[src/rtl/keypad_scanner_if.sv]
// Keypad-side and controller-side signals of the keypad scanner.
// The master is the scanner itself; the slave is whatever sits on the other side.
interface keypad_scanner_if;
  logic [3:0] row_in;
  logic [3:0] col_out;
  logic [3:0] keypad;
  logic       confirm;
  logic       key_valid;
  logic       key_held;
  logic       multi_key;

  modport master (
    input  row_in,
    output col_out,
    output keypad,
    output confirm,
    output key_valid,
    output key_held,
    output multi_key
  );

  modport slave (
    output row_in,
    input  col_out,
    input  keypad,
    input  confirm,
    input  key_valid,
    input  key_held,
    input  multi_key
  );
endinterface

[src/rtl/keypad_scanner.sv]
// 4x4 active-low keypad scanner: column scan, frame classification, debounce FSM,
// and a stable key code presented ahead of a stretched confirm strobe.
module keypad_scanner #(
  parameter int SCAN_DIV        = 50000,
  parameter int DEBOUNCE_FRAMES = 5,
  parameter int CONFIRM_CYCLES  = 1000
) (
  input  logic             clk,
  input  logic             reset,
  keypad_scanner_if.master kp
);

  localparam int DIV_W  = (SCAN_DIV > 1) ? $clog2(SCAN_DIV) : 1;
  localparam int DEB_W  = $clog2(DEBOUNCE_FRAMES + 1);
  localparam int CONF_W = (CONFIRM_CYCLES > 1) ? $clog2(CONFIRM_CYCLES) : 1;

  localparam logic [DIV_W-1:0]  DIV_LAST   = DIV_W'(SCAN_DIV - 1);
  localparam logic [DEB_W-1:0]  DEB_TARGET = DEB_W'(DEBOUNCE_FRAMES);
  localparam logic [CONF_W-1:0] CONF_LAST  = CONF_W'(CONFIRM_CYCLES - 1);

  typedef enum logic [2:0] {
    S_IDLE,
    S_DEBOUNCE,
    S_ACCEPT,
    S_STROBE,
    S_RELEASE
  } state_t;

  function automatic logic [2:0] count_closures(input logic [3:0] hits);
    return {2'b00, hits[0]} + {2'b00, hits[1]} + {2'b00, hits[2]} + {2'b00, hits[3]};
  endfunction

  function automatic logic [1:0] closure_row(input logic [3:0] hits);
    if (hits[0])      return 2'd0;
    else if (hits[1]) return 2'd1;
    else if (hits[2]) return 2'd2;
    else              return 2'd3;
  endfunction

  // Closure totals only need to distinguish none / one / several.
  function automatic logic [1:0] sat_closures(input logic [2:0] n);
    return (n > 3'd1) ? 2'd2 : n[1:0];
  endfunction

  logic [3:0]       row_p0;
  logic [3:0]       row_p1;
  logic [DIV_W-1:0] div_cnt;
  logic [1:0]       col_idx;
  logic [1:0]       acc_n;
  logic [3:0]       acc_code;
  logic             slot_last;
  logic             frame_eval;
  logic [3:0]       col_hits;
  logic [2:0]       col_n;
  logic [3:0]       col_code;
  logic [1:0]       frame_n;
  logic [3:0]       frame_code;
  logic             frame_none;
  logic             frame_single;
  logic             frame_multi;

  state_t            state;
  state_t            state_nx;
  logic [DEB_W-1:0]  deb_cnt;
  logic [DEB_W-1:0]  deb_cnt_nx;
  logic [3:0]        cand;
  logic [3:0]        cand_nx;
  logic [CONF_W-1:0] conf_cnt;
  logic [CONF_W-1:0] conf_cnt_nx;
  logic [3:0]        keypad_q;
  logic              key_held_q;
  logic              multi_key_q;
  logic              key_valid_c;
  logic              confirm_c;

  // Stage p0/p1: two-flop synchronizer for the asynchronous rows
  always_ff @(posedge clk) begin
    row_p0 <= kp.row_in;
    row_p1 <= row_p0;
  end

  // Column scan: one column slot every SCAN_DIV cycles
  always_ff @(posedge clk) begin
    if (reset) begin
      div_cnt <= '0;
      col_idx <= 2'd0;
    end else if (slot_last) begin
      div_cnt <= '0;
      col_idx <= col_idx + 2'd1;
    end else begin
      div_cnt <= div_cnt + 1'b1;
    end
  end

  assign slot_last  = (div_cnt == DIV_LAST);
  assign frame_eval = slot_last && (col_idx == 2'd3);

  assign col_hits   = ~row_p1;
  assign col_n      = count_closures(col_hits);
  assign col_code   = {closure_row(col_hits), col_idx};
  assign frame_n    = sat_closures({1'b0, acc_n} + col_n);
  assign frame_code = (acc_n == 2'd0) ? col_code : acc_code;

  assign frame_none   = frame_eval && (frame_n == 2'd0);
  assign frame_single = frame_eval && (frame_n == 2'd1);
  assign frame_multi  = frame_eval && (frame_n == 2'd2);

  // Frame accumulation across the four column slots; restarts after column 3
  always_ff @(posedge clk) begin
    if (reset) begin
      acc_n <= 2'd0;
    end else if (slot_last) begin
      acc_n <= (col_idx == 2'd3) ? 2'd0 : frame_n;
    end
  end

  always_ff @(posedge clk) begin
    if (slot_last) begin
      acc_code <= frame_code;
    end
  end

  always_ff @(posedge clk) begin
    if (reset) begin
      multi_key_q <= 1'b0;
    end else if (frame_eval) begin
      multi_key_q <= frame_multi;
    end
  end

  // FSM state and counters
  always_ff @(posedge clk) begin
    if (reset) begin
      state    <= S_IDLE;
      deb_cnt  <= '0;
      cand     <= 4'h0;
      conf_cnt <= '0;
    end else begin
      state    <= state_nx;
      deb_cnt  <= deb_cnt_nx;
      cand     <= cand_nx;
      conf_cnt <= conf_cnt_nx;
    end
  end

  always_comb begin
    state_nx    = state;
    deb_cnt_nx  = deb_cnt;
    cand_nx     = cand;
    conf_cnt_nx = conf_cnt;
    case (state)
      S_IDLE: begin
        if (frame_single) begin
          cand_nx    = frame_code;
          deb_cnt_nx = DEB_W'(1);
          state_nx   = (DEB_TARGET == DEB_W'(1)) ? S_ACCEPT : S_DEBOUNCE;
        end
      end
      S_DEBOUNCE: begin
        if (frame_single && (frame_code == cand)) begin
          deb_cnt_nx = deb_cnt + 1'b1;
          if (deb_cnt_nx == DEB_TARGET) state_nx = S_ACCEPT;
        end else if (frame_eval) begin
          deb_cnt_nx = '0;
          state_nx   = S_IDLE;
        end
      end
      S_ACCEPT: begin
        deb_cnt_nx  = '0;
        conf_cnt_nx = '0;
        state_nx    = S_STROBE;
      end
      S_STROBE: begin
        // Frame results are deliberately ignored while confirm is high.
        if (conf_cnt == CONF_LAST) begin
          conf_cnt_nx = '0;
          deb_cnt_nx  = '0;
          state_nx    = S_RELEASE;
        end else begin
          conf_cnt_nx = conf_cnt + 1'b1;
        end
      end
      S_RELEASE: begin
        if (frame_none) begin
          deb_cnt_nx = deb_cnt + 1'b1;
          if (deb_cnt_nx == DEB_TARGET) begin
            deb_cnt_nx = '0;
            state_nx   = S_IDLE;
          end
        end else if (frame_eval) begin
          deb_cnt_nx = '0;
        end
      end
      default: state_nx = S_IDLE;
    endcase
  end

  always_comb begin
    key_valid_c = (state == S_ACCEPT);
    confirm_c   = (state == S_STROBE);
  end

  // Code and held flag change on the edge that enters ACCEPT, aligned with key_valid.
  always_ff @(posedge clk) begin
    if (reset) begin
      keypad_q   <= 4'h0;
      key_held_q <= 1'b0;
    end else if (state_nx == S_ACCEPT) begin
      keypad_q   <= cand_nx;
      key_held_q <= 1'b1;
    end else if ((state == S_RELEASE) && (state_nx == S_IDLE)) begin
      key_held_q <= 1'b0;
    end
  end

  assign kp.col_out   = ~(4'b0001 << col_idx);
  assign kp.keypad    = keypad_q;
  assign kp.confirm   = confirm_c;
  assign kp.key_valid = key_valid_c;
  assign kp.key_held  = key_held_q;
  assign kp.multi_key = multi_key_q;

endmodule

[src/flat_wrapper.sv]
// flat-port wrapper written by rule: the top's interface ports become plain ports
module keypad_scanner_flat 
#(
  parameter int SCAN_DIV        = 50000,
  parameter int DEBOUNCE_FRAMES = 5,
  parameter int CONFIRM_CYCLES  = 1000
)
  (clk, reset, kp_row_in, kp_col_out, kp_keypad, kp_confirm, kp_key_valid, kp_key_held, kp_multi_key);
  keypad_scanner_if kp_i ();
  input  logic clk;
  input  logic reset;
  input wire logic [$bits(kp_i.row_in)-1:0] kp_row_in;
  output wire logic [$bits(kp_i.col_out)-1:0] kp_col_out;
  output wire logic [$bits(kp_i.keypad)-1:0] kp_keypad;
  output wire logic [$bits(kp_i.confirm)-1:0] kp_confirm;
  output wire logic [$bits(kp_i.key_valid)-1:0] kp_key_valid;
  output wire logic [$bits(kp_i.key_held)-1:0] kp_key_held;
  output wire logic [$bits(kp_i.multi_key)-1:0] kp_multi_key;
  assign kp_i.row_in = kp_row_in;
  assign kp_col_out = kp_i.col_out;
  assign kp_keypad = kp_i.keypad;
  assign kp_confirm = kp_i.confirm;
  assign kp_key_valid = kp_i.key_valid;
  assign kp_key_held = kp_i.key_held;
  assign kp_multi_key = kp_i.multi_key;
  keypad_scanner #(.SCAN_DIV(SCAN_DIV), .DEBOUNCE_FRAMES(DEBOUNCE_FRAMES), .CONFIRM_CYCLES(CONFIRM_CYCLES)) u_core (.clk(clk), .reset(reset), .kp(kp_i));
endmodule
[config.mk]
export PLATFORM = sky130hd
export DESIGN_NAME = keypad_scanner_flat
export DESIGN_NICKNAME = d
export VERILOG_FILES = /design/src/rtl/keypad_scanner_if.sv /design/src/rtl/keypad_scanner.sv /design/src/flat_wrapper.sv
export SDC_FILE = /design/constraint.sdc
export NUM_CORES = 1
export LEC_CHECK = 0
export ABC_CLOCK_PERIOD_IN_PS = 8200
export CORE_MARGIN = 2
export CORE_UTILIZATION = 38
export CTS_BUF_LIST = sky130_fd_sc_hd__clkbuf_2 sky130_fd_sc_hd__clkbuf_4 sky130_fd_sc_hd__clkbuf_8
export DETAILED_ROUTE_END_ITERATION = 8
export GPL_ROUTABILITY_DRIVEN = 0
export REMOVE_ABC_BUFFERS = 1
export SLEW_MARGIN = 20
export SYNTH_ARGS = -nofsm -noshare
export SYNTH_HDL_FRONTEND = slang
export SYNTH_SLANG_ARGS = --single-unit
[constraint.sdc]
create_clock -name clk -period 8.2 [get_ports clk]
set_input_delay 2.05 -clock clk [delete_from_list [all_inputs] [get_ports clk]]
set_output_delay 2.05 -clock clk [all_outputs]
set_load 0.005 [all_outputs]
Word-level counts from Yosys, hierarchy flattened
Cells that the tools add are included.
Cells by class
  bitwise logic cells: 2
  div/mod/pow operators: 0
  multipliers: 0
  order comparisons: 1
  reduce and logical (&&, ||, !) cells: 15
  equality and inequality tests: 14
  shift operators: 1
  $add $sub $neg: 8
  muxes and demuxes: 27
Operator list (count)
  3-bit 2-to-1 mux: 13
  3-bit case mux with 5 select lines: 2
  10-bit case mux with 2 select lines: 1
  16-bit by 1-bit adder with 16-bit output, second input constant: 1
  16-bit == test, second input constant: 1
  4-bit 2-to-1 mux: 3
  10-bit by 1-bit adder with 10-bit output, second input constant: 1
  10-bit == test, second input constant: 1
  10-bit 2-to-1 mux: 1
  3-bit by 2-bit == test with 1-bit output, second input constant: 3
  2-bit 2-to-1 mux: 4
  4-bit inverter: 2
  3-bit by 1-bit adder with 3-bit output: 2
  3-bit == test, second input constant: 2
  1-bit logical AND: 6
  3-bit logical NOT: 2
  5-bit nonzero test: 1
  2-bit == test, second input constant: 2
  4-bit == test: 1
  2-bit logical NOT: 2
  2-bit by 1-bit != test with 1-bit output, second input constant: 2
  2-bit nonzero test: 2
  1-bit by 2-bit left shift with 4-bit output, first input constant: 1
  2-bit by 3-bit adder with 3-bit output: 1
  other kinds (9): 11
Word-level totals
  bits in read-only memories: 0
  output and inout bits: 12
  memories: 0
  bits in writable memories: 0
  word-level logic and storage cells: 81
  flip-flop bits (word level): 58
  bits in latches: 0
  bits of input ports: 6

Depth between registers and ports, before layout
Gate-level depths: netlist of the first run.
  depth after elaboration: 16
  depth in mapped cells: 12
  gate-level depth less buffers: 12

Least setup slack after synthesis of the first run
Ideal clock, no wire load.
  path kind: register -> register
  start: reg u_core.row_p1[0]
  end: reg u_core.keypad_q[0] (netlist: u_core.kp.keypad[0])
  required time: 8134 ps
  buffers on the path: 0
  data arrival time: 3093 ps
  setup time: 66 ps
  path slack: 5041 ps
  cell stages (with the launch flop): 13
  cell sequence: dfxtp_1 -> inv_1 -> ha_1 -> fa_1 -> ha_1 -> inv_1 -> fa_1 -> xor2_1 -> and3_1 -> nand4_4 -> nor4_4 -> mux2i_1 -> nor2b_1
Between the ends
  longest elaborated chain between the ends: 13
  elaborated cells on any way between the ends: 22
  those cells by class: add/sub (4); order compare (1); eq/ne (3); mux (9); bitwise (1); reduce/logical (4)
RTL lines
  start, declared: RTL line keypad_scanner.sv:46  | logic [3:0] row_p1;
  start signal, assigned: RTL line keypad_scanner.sv:79  | row_p1 <= row_p0;
  4-bit inverter (*): RTL line keypad_scanner.sv:98  | assign col_hits = ~row_p1;
  1-bit by 1-bit adder with 2-bit output: RTL line keypad_scanner.sv:30  | return {2'b00, hits[0]} + {2'b00, hits[1]} + {2'b00, hits[2]} + {2'b00, hits[3]};
  3-bit by 1-bit adder with 3-bit output (2 in series): RTL line keypad_scanner.sv:30
  2-bit by 3-bit adder with 3-bit output: RTL line keypad_scanner.sv:101  | assign frame_n = sat_closures({1'b0, acc_n} + col_n);
  3-bit by 1-bit > comparator with 1-bit output: RTL line keypad_scanner.sv:42  | return (n > 3'd1) ? 2'd2 : n[1:0];
  2-bit 2-to-1 mux: RTL line keypad_scanner.sv:42
  2-bit by 1-bit == test with 1-bit output: RTL line keypad_scanner.sv:105  | assign frame_single = frame_eval && (frame_n == 2'd1);
  1-bit logical AND: RTL line keypad_scanner.sv:105
  1-bit logical AND: RTL line keypad_scanner.sv:160  | if (frame_single && (frame_code == cand)) begin
  3-bit 2-to-1 mux: RTL line keypad_scanner.sv:160
  3-bit case mux with 5 select lines: RTL line keypad_scanner.sv:151  | case (state)
  3-bit by 2-bit == test with 1-bit output: RTL line keypad_scanner.sv:208  | end else if (state_nx == S_ACCEPT) begin
  end signal, assigned: RTL line keypad_scanner.sv:209  | keypad_q <= cand_nx;
  end, declared: RTL line keypad_scanner.sv:70  | logic [3:0] keypad_q;
Mark *: on every way between the ends. The rest lies on a longest branch, timed or not.
A chain may end at the register's enable or synchronous reset.

Worst setup path after layout of the first run
  start: reg u_core.state[2]
  end: out kp_confirm
Between the ends
  longest elaborated chain between the ends: 1
RTL lines
  start, declared: RTL line keypad_scanner.sv:62  | state_t state;
  start signal, assigned: RTL line keypad_scanner.sv:139  | state <= state_nx;
  3-bit by 2-bit == test with 1-bit output: RTL line keypad_scanner.sv:200  | confirm_c = (state == S_STROBE);
  end, declared: RTL line flat_wrapper.sv:15  | output wire logic [$bits(kp_i.confirm)-1:0] kp_confirm;
No other way between the ends.

==> results, run 1 <==
- The maximum root-to-sink buffer count is 2.
- The total DRC errors in the routed layout is 0.
- The initial antenna violation count was 0.
- Following the worst setup path forward leads to its endpoint at kp_confirm.
- The pin count of the biggest net entering global routing is 32.
- The worst voltage drop across the vdd grid is 0.000105 V.
- The detailed router placed roughly 2200 vias in this run.
- The repair_antennas step left the layout with diodes totalling 0.
- The cell depth of the worst flop-to-flop path is 12.
- The setup slack at placement is around 4500 ps.
- In this run, synthesis produced a sequential element count of 58.
- For the pin with the worst max-slew slack, the measured transition is ~730 ps.
- The destination of the worst register-to-register timing path is u_core.kp.keypad[0].
- Of the total synthesized cell area, the portion taken by XOR and XNOR cells is approximately 6.8%.
- At the later pin of the worst-skew pair, clock insertion delay measures approximately 340 ps.
- The type of the worst setup path is register to primary output.
- The worst path required time is about 6200 ps.
- The remaining antenna violation count after routing is 0.
- The number of top-level pins is 18.
- Multiplexer cells account for 3.43% of the synthesized area.
- The simple-gate share of the synthesized area is between 20% and 30%.
- The vias per cell is roughly 4.9.
- The arithmetic-cell share of the synthesized area counting full adders, half adders and majority gates is about 6.4%.
- The initial cell density of the core is 38.6%.
- After clock tree synthesis, the repair step resized 0 gates.
- The critical path startpoint is u_core.state[2].
- The final routed wire length divided by cell count is between 10 and 15 um.
- TritonCTS built the clock tree.
- The total global-route track usage is around 14%.
- The wire length of the first global-routing pass is approximately 9600 um.
- Summed over all layers, the global routing overflow is 0.
- The synthesized netlist devotes about a tenth of its cell area to compound gates.
- In this run the cell area of the synthesized design comes to roughly 0.0030 mm^2.
- The run finished with clean final reports.
- The area of the core is 0.00765 mm^2.
- Max-cap violations in this run came to 0.
- During synthesis, Yosys emitted a total of 0 warnings.
- The number of standard cells after synthesis is roughly 330.
- The number of nets at the end of the flow is approximately 370.
- The final layout contains routed wiring with a total length of 5480 um.
- The leakage power is ~1.3 nW.
- By area, the combinational part of the netlist is dominated by simple AND/OR/NAND/NOR gates.
- The count of final max-slew check failures is 0.
- Setup slack on the critical path of the routed design comes to between 4000 and 5000 ps.
- The detailed router finished its first iteration with between 90 and 100 violations.
- In the final layout, the share of cells above drive strength 1 is under 10%.
- The clock skew is between 10 and 15 ps.
- During placement, the flow inserted port buffers numbering 17.
- The clock net in this run drives a total of 58 sinks.
- Clock-pin slew was measured on the worst setup and hold paths at approximately 60 ps.
- The number of hold-repair buffers added at the cts stage is 0.
- In this run the power density over the cells is ~160 mW/mm^2.
- Setup repair after global routing left no endpoint under its margin.
- The post-layout minimum cycle time is 3820 ps.
- The most frequently used flop master after synthesis is sky130_fd_sc_hd__dfxtp_1.
- The clock tree root driver cell is sky130_fd_sc_hd__clkbuf_8.
- Of all nets on the critical path, the largest fanout is 10.
- The worst flop-to-flop path startpoint is u_core.row_p1[0].
- The arrival time of data at the critical path endpoint is 1770 ps.
- The die height is 92.2 um.
- Derived from the worst setup path, the maximum achievable clock frequency is ~0.26 GHz.
- The number of synthesized flops with an enable pin is 4.
- The final worst-path cycle share is around 47%.
- In the final timing run, aggregate negative setup slack is 0 ps.
- The class of the tightest hold or removal check is register to register.
- The number of filler cells placed in the layout is 744.
- In this run the mean area of a mapped cell was approximately 9 um^2.
- The minimum setup slack among reg-to-reg paths is 4780 ps.
- Measured on the finished design, the core utilization comes to between 40% and 50%.
- The kind of start point of the critical path is a register.
- The number of distinct library cell variants in the gate-level netlist after synthesis is 54.
- The share of async-settable or async-resettable flops after synthesis is 0%.
- The first detailed-routing pass took 4 iterations.
- The worst pin sits at a relative slew slack of slightly above 50%.
- The die covers around 0.0085 mm^2.
- The total setup buffers inserted after CTS is 0.
- The area overhead of the layout relative to synthesis is 13.9%.
- The post-synthesis sequential area ratio is 40.6%.
- The clock tree synthesis step divided the H-tree into 3 levels.
- The hold violation total from the final report came to 0.
- The via count of the first global-routing pass is between 2000 and 2500.
- The floorplan has 32 rows.
- The die boundary width is approximately 90 um.
- The final count of negative-setup-slack endpoints is 0.
- TritonCTS created 9 clock buffers.
- The category of the worst setup path capture point is a primary output.
- Along the worst hold path, the cell count comes to 0.
- The HPWL after detailed placement is 3910 um.
[layout make-up]
cell class                 count  area, um^2  share of cell area (%)
multi-input combinational    234        1600                    47.6
sequential                    58        1200                    35.7
timing repair buffer          18         178                    5.28
clock buffer                  11         145                    4.31
tap                          102         128                    3.79
inverter                      25        93.8                    2.79
clock inverter                 4        20.0                   0.595
[stage by stage]
stage,instance area [um^2],power [W],std cells,hold WS [ps]
6_report,3370,0.000543,452,327
5_1_grt,3370,0.000568,452,342
2_1_floorplan,2900,0.000312,317,310
4_1_cts,3370,0.000550,452,329
3_5_place_dp,3200,0.000322,437,315
3_3_place_gp,3200,0.000321,437,310
[placed cells by master (no fill, tap or decap), drive strengths merged, types with 4 or more instances in the layout]
master / count
clkinv: 4
nand3: 8
xor2: 14
and3: 7
nand2b: 6
edfxtp: 4
nand4: 8
mux2i: 9
inv: 25
nor3: 7
nor4: 8
a21oi: 18
nor2: 55
clkdlybuf4s50: 17
clkbuf: 11
xnor2: 9
nand2: 17
nor2b: 7
nor3b: 4
ha: 12
o21ai: 15
o31ai: 4
dfxtp: 54
[critical path, cell delays in order (launching register included)]
cell and delay [ps]:
sky130_fd_sc_hd__dfxtp_1 400, sky130_fd_sc_hd__nand2b_1 250, sky130_fd_sc_hd__nor2_1 240, sky130_fd_sc_hd__clkdlybuf4s50_1 540
[logic make-up (layout without fill, tap and decap cells)]
group,Yosys count,in the layout
buf+inv,36,58
simple gates,138,138
mux,10,10
xor+xnor,23,23
compound gates,49,49
fa+ha+maj,14,14
flops,58,58
[where the power goes]
part	internal, W	leakage (nW)	switching [W]
Sequential	0.000288	0.475	0.00000190
Clock	0.000117	0.0921	0.000110
Combinational	0.0000103	0.729	0.0000154
Total	0.000416	1.30	0.000127
[Yosys cell counts (3+ instances only)]
master	instances	share of area, %
sky130_fd_sc_hd__nand2_1	17	2.2
sky130_fd_sc_hd__and3_1	7	1.5
sky130_fd_sc_hd__o21ai_0	13	2.2
sky130_fd_sc_hd__buf_2	5	0.85
sky130_fd_sc_hd__nor2_1	55	7.0
sky130_fd_sc_hd__ha_1	12	5.1
sky130_fd_sc_hd__nand2b_1	5	1.1
sky130_fd_sc_hd__nand4_1	6	1.3
sky130_fd_sc_hd__a21oi_1	18	3.0
sky130_fd_sc_hd__dfxtp_1	54	37
sky130_fd_sc_hd__mux2i_1	9	3.0
sky130_fd_sc_hd__a21o_1	3	0.76
sky130_fd_sc_hd__clkbuf_1	4	0.51
sky130_fd_sc_hd__nor3_1	5	0.85
sky130_fd_sc_hd__nor2b_1	7	1.5
sky130_fd_sc_hd__nand3_1	7	1.2
sky130_fd_sc_hd__xnor2_1	9	2.7
sky130_fd_sc_hd__nor3b_1	4	1.0
sky130_fd_sc_hd__o31ai_1	3	0.76
sky130_fd_sc_hd__edfxtp_1	4	4.1
sky130_fd_sc_hd__xor2_1	14	4.1
sky130_fd_sc_hd__inv_1	25	3.2
sky130_fd_sc_hd__nor4_1	4	0.85
[flip-flops by register name, summed over array words and instances (netlist names)]
| register | cells |
|---|---|
| u_core.acc_code | 4 |
| u_core.acc_n | 2 |
| u_core.kp.multi_key | 1 |
| u_core.kp.keypad | 4 |
| u_core.div_cnt | 16 |
| u_core.col_idx | 2 |
| u_core.row_p0 | 4 |
| u_core.state | 3 |
| u_core.conf_cnt | 10 |
| u_core.cand | 4 |
| u_core.deb_cnt | 3 |
| u_core.row_p1 | 4 |
| u_core.kp.key_held | 1 |
[worst min-delay path by stage]
stage                      from                to  slack (ps)
4_1_cts        u_core.row_p0[3]  u_core.row_p1[3]         330
3_3_place_gp   u_core.row_p0[0]  u_core.row_p1[0]         310
5_1_grt        u_core.row_p0[1]  u_core.row_p1[1]         340
6_report       u_core.row_p0[1]  u_core.row_p1[1]         330
2_1_floorplan  u_core.row_p0[0]  u_core.row_p1[0]         310
3_5_place_dp   u_core.row_p0[3]  u_core.row_p1[3]         310
[metal layers]
layer | vias to the layer above | wire length [um] | global-route usage (%)
met5 | - | 0 | 0
met4 | 0 | 108 | 6.72
met3 | 12 | 191 | 4.68
met2 | 38 | 2390 | 22.5
met1 | 1027 | 2790 | 17.8
li1 | 1151 | - | -
(Power assumes the default switching activity.)
==> run 2, diff against run 1 <==
--- a/config.mk
+++ b/config.mk
@@ -5,7 +5,7 @@
 export SDC_FILE = /design/constraint.sdc
 export NUM_CORES = 1
 export LEC_CHECK = 0
-export ABC_CLOCK_PERIOD_IN_PS = 8200
+export ABC_CLOCK_PERIOD_IN_PS = 3950
 export CORE_MARGIN = 2
 export CORE_UTILIZATION = 38
 export CTS_BUF_LIST = sky130_fd_sc_hd__clkbuf_2 sky130_fd_sc_hd__clkbuf_4 sky130_fd_sc_hd__clkbuf_8
==> constraint.sdc (replaced) <==
create_clock -name clk -period 3.95 [get_ports clk]
set_input_delay 0.9875 -clock clk [delete_from_list [all_inputs] [get_ports clk]]
set_output_delay 0.9875 -clock clk [all_outputs]
set_load 0.005 [all_outputs]
==> run 2 against run 1 <==
Net effect:
- critical path depth grew 9
- worst setup slack got worse by 3800 ps
- first-iteration DRC count decreased by 5.2%
- die area is the same
- final cell count grew 0.44%
- via count hardly changed
- count of clock-buffer cells in the layout unchanged
- critical endpoint is now u_core.kp.keypad[1]
- critical path type is now register to register
- sequential share of layout area shrank 0.48 points
==> results, run 2 (same netlist as run 1, synthesis figures left out) <==
- The run finished with clean final reports.
- In the layout the commonest cells are sky130_fd_sc_hd__nor2_1, sky130_fd_sc_hd__dfxtp_1, sky130_fd_sc_hd__inv_1.
- The category of the worst setup path capture point is a register.
- The remaining antenna violation count after routing is 0.
- The post-route netlist has 9.66% of its cells at a drive strength greater than 1.
- At the end of the flow the core is filled with cells to between 40% and 50%.
- Summing all flip-flop and latch instances after layout gives 0.00120 mm^2.
- Across the VDD grid, the largest voltage drop is 0.000241 V.
- The maximum level of the CTS H-tree is 3.
- The path class of the tightest hold or removal check is register to register.
- The vias per cell is between 4 and 5.
- The initial antenna violation count is 0.
- The final non-filler cell total is 454.
- The tool flagged a number of max-cap violations equal to 0.
- The total wire length after detailed routing is 5540 um.
- The pin slew with the least headroom to its limit is ~750 ps.
- CTS saw 58 sinks.
- The maximum achievable frequency is around 0.3 GHz.
- The initialized floorplan defines 32 standard-cell rows.
- In the final timing run, aggregate negative setup slack is 0 ps.
- The post-layout minimum cycle time is roughly 3400 ps.
- Entering global routing, the biggest net connects 21 pins.
- The die boundary width is just over 90 um.
- The total non-filler cell area in the finished layout is about 0.0034 mm^2.
- u_core.div_cnt holds more flip-flops than any other register.
- In this run the deepest clock path goes through 2 buffers.
- In this run the power density over the cells is roughly 360 mW/mm^2.
- The first TritonRoute pass finished after 4 iterations.
- The via count of the first global-routing pass was around 2200.
- Buffers inserted to repair hold after CTS numbered 0.
- The count of final max-slew check failures was 0.
- Setup repair after global routing left no endpoint under its margin.
- The die is just over 90 um tall.
- Dividing the final minimum period by the clock period gives about 85%.
- Once placement completed, the tool counted placed cells totaling between 400 and 500.
- The post-cts resize count is 0.
- The total global routing overflow is 0.
- The final count of negative-setup-slack endpoints is 0.
- Counting the fill cells in the layout gives approximately 760.
- The analysis attributes to cell leakage a power of 1.31 nW.
- The area overhead of the layout relative to synthesis is 15.5%.
- Summing internal, switching and leakage power gives roughly 0.0012 W.
- The flip-flop count of the largest register after layout is 16.
- The number of antenna diodes in the final layout is 0.
- TritonCTS built the clock tree.
- In this run the clock root is driven by a sky130_fd_sc_hd__clkbuf_8.
- Clock-pin slew was measured on the worst setup and hold paths at roughly 60 ps.
- In this run the worst path has a maximum fanout of 5.
- The final routed wire length divided by cell count is about 12 um.
- The HPWL after detailed placement is between 3000 and 4000 um.
- The kind of start point of the critical path is a register.
- After the last flow step, the layout net total stands at 367.
- For the worst-skew pair, the clock arrives at the later sink with an insertion delay of between 300 and 400 ps.
- For this design the top-level I/O count stands at 18.
- In this run, the number of DRC markers left after iteration 0 of detailed routing was 92.
- The tightest slew margin relative to the limit is between 40% and 50%.
- In this run the tool buffered the top-level ports with 17 buffer cells.
- The area of the die is between 0.008 and 0.009 mm^2.
- The wire length of the first global-routing pass is between 9000 and 10000 um.
- The worst setup path is of the register to register kind.
- The largest registers in the layout are u_core.div_cnt (16), u_core.conf_cnt (10).
- The routed layout has 2230 vias.
- The total global-route track usage is between 10% and 20%.
- The arrival time of data at the critical path endpoint is between 3000 and 4000 ps.
- The worst path required time is about 4200 ps.
- Summing all multi-input logic gate instances after layout gives roughly 0.0016 mm^2.
- The most common cell after layout, fill and taps aside is sky130_fd_sc_hd__nor2_1.
- Counting the buffers created by CTS gives 9.
- Between clock sinks in the finished design, the worst skew comes to between 7 and 8 ps.
- The hold violation total from the final report was 0.
- The placement-stage cell area is between 0.003 and 0.004 mm^2.
- In the routed design, unresolved DRC markers number 0.
- Buffers added to address setup during post-CTS repair amount to 0.
- The initial cell density of the core is around two fifths.
- The region available for standard cell placement spans between 0.007 and 0.008 mm^2.
-- run 2: cell count changes in the layout (fill, tap and decap cells not counted), sizes merged --
cell / delta
buf: +1
bufinv: +1
clkinv: -1
clkinvlp: +1
-- run 2: final timing paths --
check | from | endpoint | slack, ps | cells after the start
worst max-delay path | u_core.row_p1[0] | u_core.kp.keypad[1] | 570 | 12
worst min-delay path | u_core.row_p0[3] | u_core.row_p1[3] | 330 | 0
worst max register to register | u_core.row_p1[0] | u_core.kp.keypad[1] | 570 | 12
worst min register to register | u_core.row_p0[3] | u_core.row_p1[3] | 330 | 0
-- run 2: through the flow --
| stage | setup WS [ps] | hold WS, ps |
|---|---|---|
| 2_1_floorplan | 792 | 310 |
| 3_3_place_gp | 654 | 312 |
| 3_5_place_dp | 538 | 315 |
| 4_1_cts | 533 | 330 |
| 5_1_grt | 288 | 337 |
| 6_report | 574 | 328 |
-- run 2: area by class of cell --
class	count	area share [%]
sequential	58	35.2
timing repair buffer	19	5.43
clock inverter	5	1.54
inverter	25	2.75
tap	102	3.74
multi-input combinational	234	46.9
clock buffer	11	4.44
-- run 2: critical path: stages, from the launching register on --
cell and delay, ps:
sky130_fd_sc_hd__dfxtp_1 330, sky130_fd_sc_hd__inv_1 80, sky130_fd_sc_hd__ha_1 310, sky130_fd_sc_hd__fa_1 480, sky130_fd_sc_hd__ha_1 140, sky130_fd_sc_hd__inv_1 50
sky130_fd_sc_hd__fa_1 370, sky130_fd_sc_hd__xor2_1 260, sky130_fd_sc_hd__and3_1 290, sky130_fd_sc_hd__nand4_4 140, sky130_fd_sc_hd__nor4_4 500, sky130_fd_sc_hd__mux2i_1 220
sky130_fd_sc_hd__nor2b_1 140
-- run 2: routing by layer --
layer,part of all wire [%],global-route usage (%),vias to the layer above
li1,-,-,1149
met1,50,18.9,1039
met2,45,22.8,34
met3,2.7,3.53,8
met4,2.4,7.84,0
met5,0,0,-
-- run 2: power by group --
part           switching (W)  internal, W  leakage, nW
Clock               0.000239     0.000322        0.105
Sequential        0.00000399     0.000598        0.475
Combinational      0.0000305    0.0000221        0.734
